**config.mk**
```make
export PLATFORM = sky130hd
export DESIGN_NAME = bit_extract_seq
export DESIGN_NICKNAME = d
export VERILOG_FILES = /design/src/rtl/bit_extract_seq.sv
export SDC_FILE = /design/constraint.sdc
export NUM_CORES = 1
export LEC_CHECK = 0
export ABC_AREA = 1
export CAP_MARGIN = 20
export CORE_MARGIN = 2
export CORE_UTILIZATION = 54
export CTS_CLUSTER_DIAMETER = 200
export DETAILED_ROUTE_END_ITERATION = 10
export PLACE_DENSITY = 0.76
export SETUP_SLACK_MARGIN = 0.2
export SYNTH_ARGS = -nofsm -noshare
export SYNTH_HDL_FRONTEND = slang
export SYNTH_SLANG_ARGS = --single-unit
```
**constraint.sdc**
```tcl
create_clock -name clk -period 5 [get_ports clk]
set_clock_uncertainty 0.15 [all_clocks]
set_input_delay 1 -clock clk [delete_from_list [all_inputs] [get_ports clk]]
set_output_delay 1 -clock clk [all_outputs]
set_load 0.02 [all_outputs]
```
**src/rtl/bit_extract_seq.sv**
```systemverilog
// Multi-cycle bit-extract ("pext") unit: gathers the opA bits selected by the set bits
// of opB and packs them from result bit 0 upward, BITS_PER_CYCLE mask bits per cycle.
module bit_extract_seq #(
  parameter int XLEN           = 32,
  parameter int BITS_PER_CYCLE = 4
) (
  input  logic            clk,
  input  logic            rst,
  input  logic            inValid,
  output logic            inReady,
  input  logic [XLEN-1:0] opA,
  input  logic [XLEN-1:0] opB,
  output logic            outValid,
  input  logic            outReady,
  output logic [XLEN-1:0] result,
  output logic [6:0]      flags
);

  localparam int wpWidth = $clog2(XLEN) + 1;

  typedef enum logic [1:0] {IDLE, RUN, DONE} stateT;

  typedef struct packed {
    logic divideByZero;
    logic carryOut;
    logic overflow;
    logic evenParity;
    logic oddParity;
    logic sign;
    logic zero;
  } flagsT;

  if (XLEN % BITS_PER_CYCLE != 0) begin : gBadChunkWidth
    $error("BITS_PER_CYCLE must divide XLEN");
  end

  function automatic flagsT makeFlags(input logic [XLEN-1:0] value);
    flagsT f;
    f            = '0;
    f.zero       = (value == '0);
    f.sign       = value[XLEN-1];
    f.oddParity  = ^value;
    f.evenParity = ~^value;
    return f;
  endfunction

  stateT              state;
  stateT              nextState;
  logic [XLEN-1:0]    dataRem;
  logic [XLEN-1:0]    maskRem;
  logic [XLEN-1:0]    acc;
  logic [wpWidth-1:0] wp;
  logic [XLEN-1:0]    chunkAcc;
  logic [wpWidth-1:0] chunkWp;
  logic [XLEN-1:0]    resultReg;
  flagsT              flagsReg;
  logic               accept;
  logic               lastChunk;

  assign inReady  = (state == IDLE);
  assign outValid = (state == DONE);
  assign accept   = inValid && inReady;
  assign result   = resultReg;
  assign flags    = flagsReg;

  // Operands shift down one chunk per RUN cycle, so the current chunk is always the
  // low bits; nothing left above it in the mask means this is the final chunk.
  assign lastChunk = ((maskRem >> BITS_PER_CYCLE) == '0);

  // NOTE: combinational blocks use blocking '=' and assign every output a default
  // first, so each path has a defined value and no latch is inferred.
  always_comb begin
    chunkAcc = acc;
    chunkWp  = wp;
    for (int i = 0; i < BITS_PER_CYCLE; i++) begin
      if (maskRem[i]) begin
        chunkAcc[chunkWp[wpWidth-2:0]] = dataRem[i];
        chunkWp                        = chunkWp + wpWidth'(1);
      end
    end
  end

  always_comb begin
    nextState = state;
    unique case (state)
      IDLE: if (accept) nextState = (opB == '0) ? DONE : RUN;
      RUN:  if (lastChunk) nextState = DONE;
      DONE: if (outReady) nextState = IDLE;
      default: nextState = IDLE;
    endcase
  end

  // NOTE: clocked state uses non-blocking '<=' so every register samples the
  // pre-edge values and update order within the block does not matter.
  always_ff @(posedge clk) begin
    if (rst) state <= IDLE;
    else     state <= nextState;
  end

  always_ff @(posedge clk) begin
    if (rst) begin
      dataRem   <= '0;
      maskRem   <= '0;
      acc       <= '0;
      wp        <= '0;
      resultReg <= '0;
      flagsReg  <= makeFlags('0);
    end else begin
      unique case (state)
        IDLE: begin
          if (accept) begin
            dataRem <= opA;
            maskRem <= opB;
            acc     <= '0;
            wp      <= '0;
            if (opB == '0) begin
              resultReg <= '0;
              flagsReg  <= makeFlags('0);
            end
          end
        end
        RUN: begin
          dataRem <= dataRem >> BITS_PER_CYCLE;
          maskRem <= maskRem >> BITS_PER_CYCLE;
          acc     <= chunkAcc;
          wp      <= chunkWp;
          if (lastChunk) begin
            resultReg <= chunkAcc;
            flagsReg  <= makeFlags(chunkAcc);
          end
        end
        default: ;
      endcase
    end
  end

endmodule

```
# Yosys cells after proc, flatten, opt, wreduce, memory -nomap -nowiden
# Index checks and enable logic that the tools add are counted.
[op_classes]
add_sub_neg = 4
multipliers = 0
n_div = 0
magnitude_cmp = 8
n_eq_ne = 6
n_shift = 0
n_mux = 41
bitwise_logic = 0
n_reduce_logical = 15
[op_table]
columns = ["op", "count"]
rows = [
  ["32-bit two-way mux", 10],
  ["32-bit one-hot mux with 2 select lines", 4],
  ["32-bit bitwise mux", 4],
  ["32-bit zero test", 3],
  ["32-bit XNOR reduction", 1],
  ["32-bit XOR reduction", 1],
  ["6-bit two-way mux", 5],
  ["6-bit by 1-bit adder with 6-bit output (second input constant)", 4],
  ["5-bit by 6-bit less-than comparator with 1-bit output (second input constant)", 4],
  ["7-bit two-way mux", 3],
  ["1-bit demux with 5-bit select", 4],
  ["5-bit by 1-bit >= comparator with 1-bit output (second input constant)", 4],
  ["7-bit one-hot mux with 2 select lines", 1],
  ["6-bit one-hot mux with 2 select lines", 1],
  ["2-bit two-way mux", 4],
  ["2-bit by 1-bit inequality test with 1-bit output (second input constant)", 3],
  ["2-bit one-hot mux with 3 select lines", 1],
  ["1-bit logical AND", 5],
  ["1-bit two-way mux", 4],
  ["4-bit AND reduction", 1],
  ["3-bit AND reduction", 1],
  ["2-bit by 1-bit equality test with 1-bit output (second input constant)", 1],
  ["2-bit equality test (second input constant)", 1],
  ["2-bit zero test", 1],
  ["3 further kinds", 3],
]
[totals]
regBits = 143
latchBits = 0
ram_bits = 0
rom_bits = 0
in_bits = 68
output_inout_bits = 41
word_cells = 87
memories = 0

# Longest topological paths before layout
[logic_depth]
ltp_word = 15
depth_mapped = 30

# Worst setup path after synthesis
# No wires, ideal clock.
[synth_path]
path_type = "register to register"
from = "reg wp[0]"
to = "reg flagsReg, in the netlist flags[3]"
setup_ps = 122
t_arrival_ps = 4045
t_required_ps = 4728
slack_ps = 683
stages_incl_launch_ff = 27
path_buffers = 1
period_less_slack_ps = 4317
cell_sequence = "dfxtp_1 inv_1 ha_1 nand2_1 nand2_2 ha_1 nand2_1 o21ai_2 ha_1 inv_1 o21ai_0 ha_1 nand2_1 inv_1 clkbuf_1 nand4_1 nand2_1 inv_1 ha_1 xnor2_1 xnor2_1 xnor2_1 nor2_1 nor2_1 nand3_1 o21ai_0 nand2_1"
[synth_via]
elab_chain_len = 15
word_cells_on_any_way = 37
classes_between = "add/sub (3); order compare (8); mux (21); reduce/logical (5)"
[synth_lines]
columns = ["element", "line_no", "text"]
rows = [
  ["start: declaration", "52", "logic [wpWidth-1:0] wp;"],
  ["start signal: assignment", "126", "wp <= chunkWp;"],
  ["6-bit by 1-bit adder with 6-bit output, or another cell as far along", "78", "chunkWp = chunkWp + wpWidth'(1);"],
  ["6-bit two-way mux / 1-bit logical AND (equally long branches)", "76, 77", ""],
  ["6-bit by 1-bit adder with 6-bit output, or another cell as far along", "78", ""],
  ["6-bit two-way mux, or another cell as far along", "76", "if (maskRem[i]) begin"],
  ["6-bit by 1-bit adder with 6-bit output, or another cell as far along", "78", ""],
  ["6-bit two-way mux, or another cell as far along", "76", ""],
  ["5-bit by 6-bit less-than comparator with 1-bit output (implied by the code), or another cell as far along", "77", "chunkAcc[chunkWp[wpWidth-2:0]] = dataRem[i];"],
  ["1-bit logical AND (implied by the code), or another cell as far along", "77", ""],
  ["1-bit two-way mux (implied by the code) / 32-bit bitwise mux (equally long branches)", "77", ""],
  ["1-bit demux with 5-bit select / 32-bit two-way mux (equally long branches)", "77, 76", ""],
  ["32-bit bitwise mux", "77", ""],
  ["32-bit two-way mux *", "76", ""],
  ["32-bit XNOR reduction *", "43", "f.evenParity = ~^value;"],
  ["7-bit two-way mux *", "127", "if (lastChunk) begin"],
  ["7-bit one-hot mux with 2 select lines *", "109", "unique case (state)"],
  ["end signal: assignment", "107", "flagsReg <= makeFlags('0);"],
  ["end signal: assignment", "118", "flagsReg <= makeFlags('0);"],
  ["end signal: assignment", "129", "flagsReg <= makeFlags(chunkAcc);"],
  ["end: declaration", "56", "flagsT flagsReg;"],
]
# Mark *: on every way between the ends. The rest lies on a longest branch, timed or not. The select of a mux whose other input is x is not followed.
# A chain may end at the register's enable or synchronous reset.

# Worst setup path in the final report
# Ends and elaborated chain as after synthesis.

==> flow_metrics.env <==
export IMPL_grt_pass1_vias=8969
export IMPL_layout_common_cells="446 x nand2_1, 135 x dfxtp_1, 126 x nand3_1, 122 x o21ai_0, 104 x clkdlybuf4s50_1"
export IMPL_min_period_ns=4.54
export IMPL_synth_edf_count=0
export IMPL_critPathMostFrequentCell="nand2_1"
export IMPL_power_density_nw_per_um2=351
export IMPL_stdcell_count=1726
export IMPL_ys_warn_count=0
export IMPL_htree_levels=4
export IMPL_wire_per_inst_um=17.2
export IMPL_cts_buffers=17
export IMPL_place_inst=1685
export IMPL_die_y_um=134
export IMPL_root_buffer="clkbuf_16"
export IMPL_dieArea_um2=18000
export IMPL_antenna_found_initial=0
export IMPL_layout_drive_gt1_share=0.0870
export IMPL_max_stage_delay_ns=0.37
export IMPL_maxSlewHeadroom=0.382
export IMPL_final_setup_tns_ns=0
export IMPL_setup_viol=0
export IMPL_peakVddDrop_v=0.000279
export IMPL_final_common_cell="nand2_1"
export IMPL_p_switching_mw=1.40
export IMPL_track_usage=0.326
export IMPL_leakagePower_nw=4.29
export IMPL_drt_pass1_iter_count=7
export IMPL_core_area_um2=16600
export IMPL_finalCritPeriodShare=0.907
export IMPL_startpoint_type="flip-flop"
export IMPL_drc=0
export IMPL_cp_required_ns=5.14
export IMPL_timing_fmax_mhz=220
export IMPL_portBuffers=105
export IMPL_fill_cells=1483
export IMPL_run_status="finished, final reports clean"
export IMPL_avgSynthCellArea_um2=6.33
export IMPL_grt_overflow=0
export IMPL_finalPower_mw=3.84
export IMPL_max_cap_violations=0
export IMPL_cts_max_path_buffers=2
export IMPL_hold_path_class="flip-flop to flip-flop"
export IMPL_synth_cells=1442
export IMPL_diodes=0
export IMPL_p_clk_frac=0.346
export IMPL_clkTransAtPathRegs_ns=0.07
export IMPL_grt_pass1_wl_um=46200
export IMPL_rsz0062_at_grt="no"
export IMPL_cts_tree="yes"
export IMPL_place_congestion=0.966
export IMPL_synth_ff_type="dfxtp_1"
export IMPL_cts_hold_buf=0
export IMPL_ios=109
export IMPL_viasPerCell=5.78
export IMPL_finalHoldViolCount=0
export IMPL_grt_max_degree=113
export IMPL_dieWidth_um=134
export IMPL_synth_seq_area_share=0.303
export IMPL_area_growth_syn_to_layout_pct=19.9
export IMPL_dp_hpwl_um=20300
export IMPL_crit_fanout=8
export IMPL_crit_arrival_ns=4.68
export IMPL_detailroute_via_count=9970
export IMPL_insertion_delay_ns=0.43
export IMPL_syn_area_um2=9130
export IMPL_antenna_left=0
export IMPL_synth_seq_cells=138
export IMPL_intPower_mw=2.44
export IMPL_synth_cell_type_count=36
export IMPL_pwr_share_comb=0.296
export IMPL_cts_num_sinks=138
export IMPL_crit_type="flip-flop to flip-flop"
export IMPL_drt_iter0_drc=1028
export IMPL_end_kind="flip-flop"
export IMPL_initial_utilization=0.550
export IMPL_wirelength_um=29700
export IMPL_rows=47
export IMPL_slowest_stage="dfxtp_4"
export IMPL_seqPwrFrac=0.358
export IMPL_switching_share=0.365
export IMPL_async_flop_share=0
export IMPL_nets=1595
export IMPL_report_final_slew_viol_count=0
export IMPL_tightest_slew_ns=0.927
per-layer routing:
layer	vias to the layer above	GRT usage	share of wire
li1	4932	-	-
met1	4469	0.450	0.42
met2	496	0.507	0.44
met3	73	0.0661	0.10
met4	0	0.117	0.034
met5	-	0	0
cell usage after synthesis (6+ instances only):
| cell type | count | area, µm² |
|---|---|---|
| a31oi_1 | 56 | 350 |
| a21oi_1 | 100 | 500 |
| nor4_1 | 16 | 100 |
| clkbuf_1 | 77 | 289 |
| nor2_2 | 11 | 68.8 |
| inv_2 | 15 | 56.3 |
| nor2_1 | 53 | 199 |
| nor3_1 | 6 | 30.0 |
| nand2_2 | 15 | 93.8 |
| nand3_1 | 126 | 631 |
| buf_4 | 8 | 60.1 |
| inv_1 | 93 | 349 |
| buf_2 | 9 | 45.0 |
| dfxtp_1 | 138 | 2760 |
| nand2_1 | 448 | 1680 |
| xnor2_1 | 12 | 105 |
| o21ai_0 | 124 | 621 |
| nand4_1 | 59 | 369 |
| ha_1 | 32 | 400 |
cell families (layout without fill, tap and decap cells):
family,Yosys count,after routing,share of synthesized area
AO/OA/AOI/OAI,291,291,0.169
XOR/XNOR,14,14,0.0134
adder cells (fa/ha/maj),32,32,0.0439
buffers and inverters,212,274,0.0942
flip-flops,138,138,0.303
other,1,3,0.000411
AND/OR/NAND/NOR,754,754,0.376
final timing paths:
check | from | to | slack, ns | cells past startpoint
setup / recovery | wp[0] | flags[3] | 0.46 | 29
hold / removal | dataRem[30] | dataRem[30] | 0.31 | 2
setup reg to reg | wp[0] | flags[3] | 0.46 | 29
hold reg to reg | dataRem[30] | dataRem[30] | 0.31 | 2
worst max-delay path: cells and delay by family (launching register included):
kind / cells / cell delay (ns)
simple gates: 11 / 0.91
xor+xnor: 3 / 0.64
compound gates: 3 / 0.34
flops: 1 / 0.37
buf+inv: 7 / 0.63
fa+ha+maj: 5 / 1.35
registers in the layout (all words and copies together), names as in the netlist:
register  cells
acc          32
dataRem      32
maskRem      32
result       32
wp            5
flags         3
state         2
cell type report:
| type | count | area (µm²) | share of cell area |
|---|---|---|---|
| well taps | 220 | 275 | 0.0252 |
| repair buffers | 131 | 1290 | 0.118 |
| multi-input cells | 1094 | 5570 | 0.509 |
| flip-flops and latches | 138 | 2770 | 0.253 |
| repair inverters | 1 | 7.51 | 0.000686 |
| inverters | 112 | 437 | 0.0399 |
| clock buffers | 18 | 439 | 0.0401 |
| clock inverters | 12 | 164 | 0.0150 |
power by group through the flow:
stage                     Clock (mW)  Combinational, mW  Sequential [mW]
after floorplan                    0              0.694             1.39
after global placement             0               1.04             1.40
after detailed placement           0               1.05             1.40
after CTS                       1.33               1.06             1.38
after global routing            1.38               1.25             1.39
final                           1.33               1.14             1.37
metrics by stage:
stage | worst slack [ns] | utilization | area [µm²] | hold WS [ns]
after global routing | 0.198 | 0.660 | 10900 | 0.331
after floorplan | 0.683 | - | 9140 | 0.291
after global placement | 0.463 | 0.612 | 10200 | 0.301
after detailed placement | 0.306 | 0.612 | 10200 | 0.304
after CTS | 0.277 | 0.649 | 10800 | 0.313
final | 0.463 | 0.660 | 10900 | 0.311
what timing repair did:
item,CTS,global route
resized for setup,0,18
buffers inserted,0,9
endpoints found under the setup margin,0,2
No activity file was read; power rests on OpenSTA's default activity.
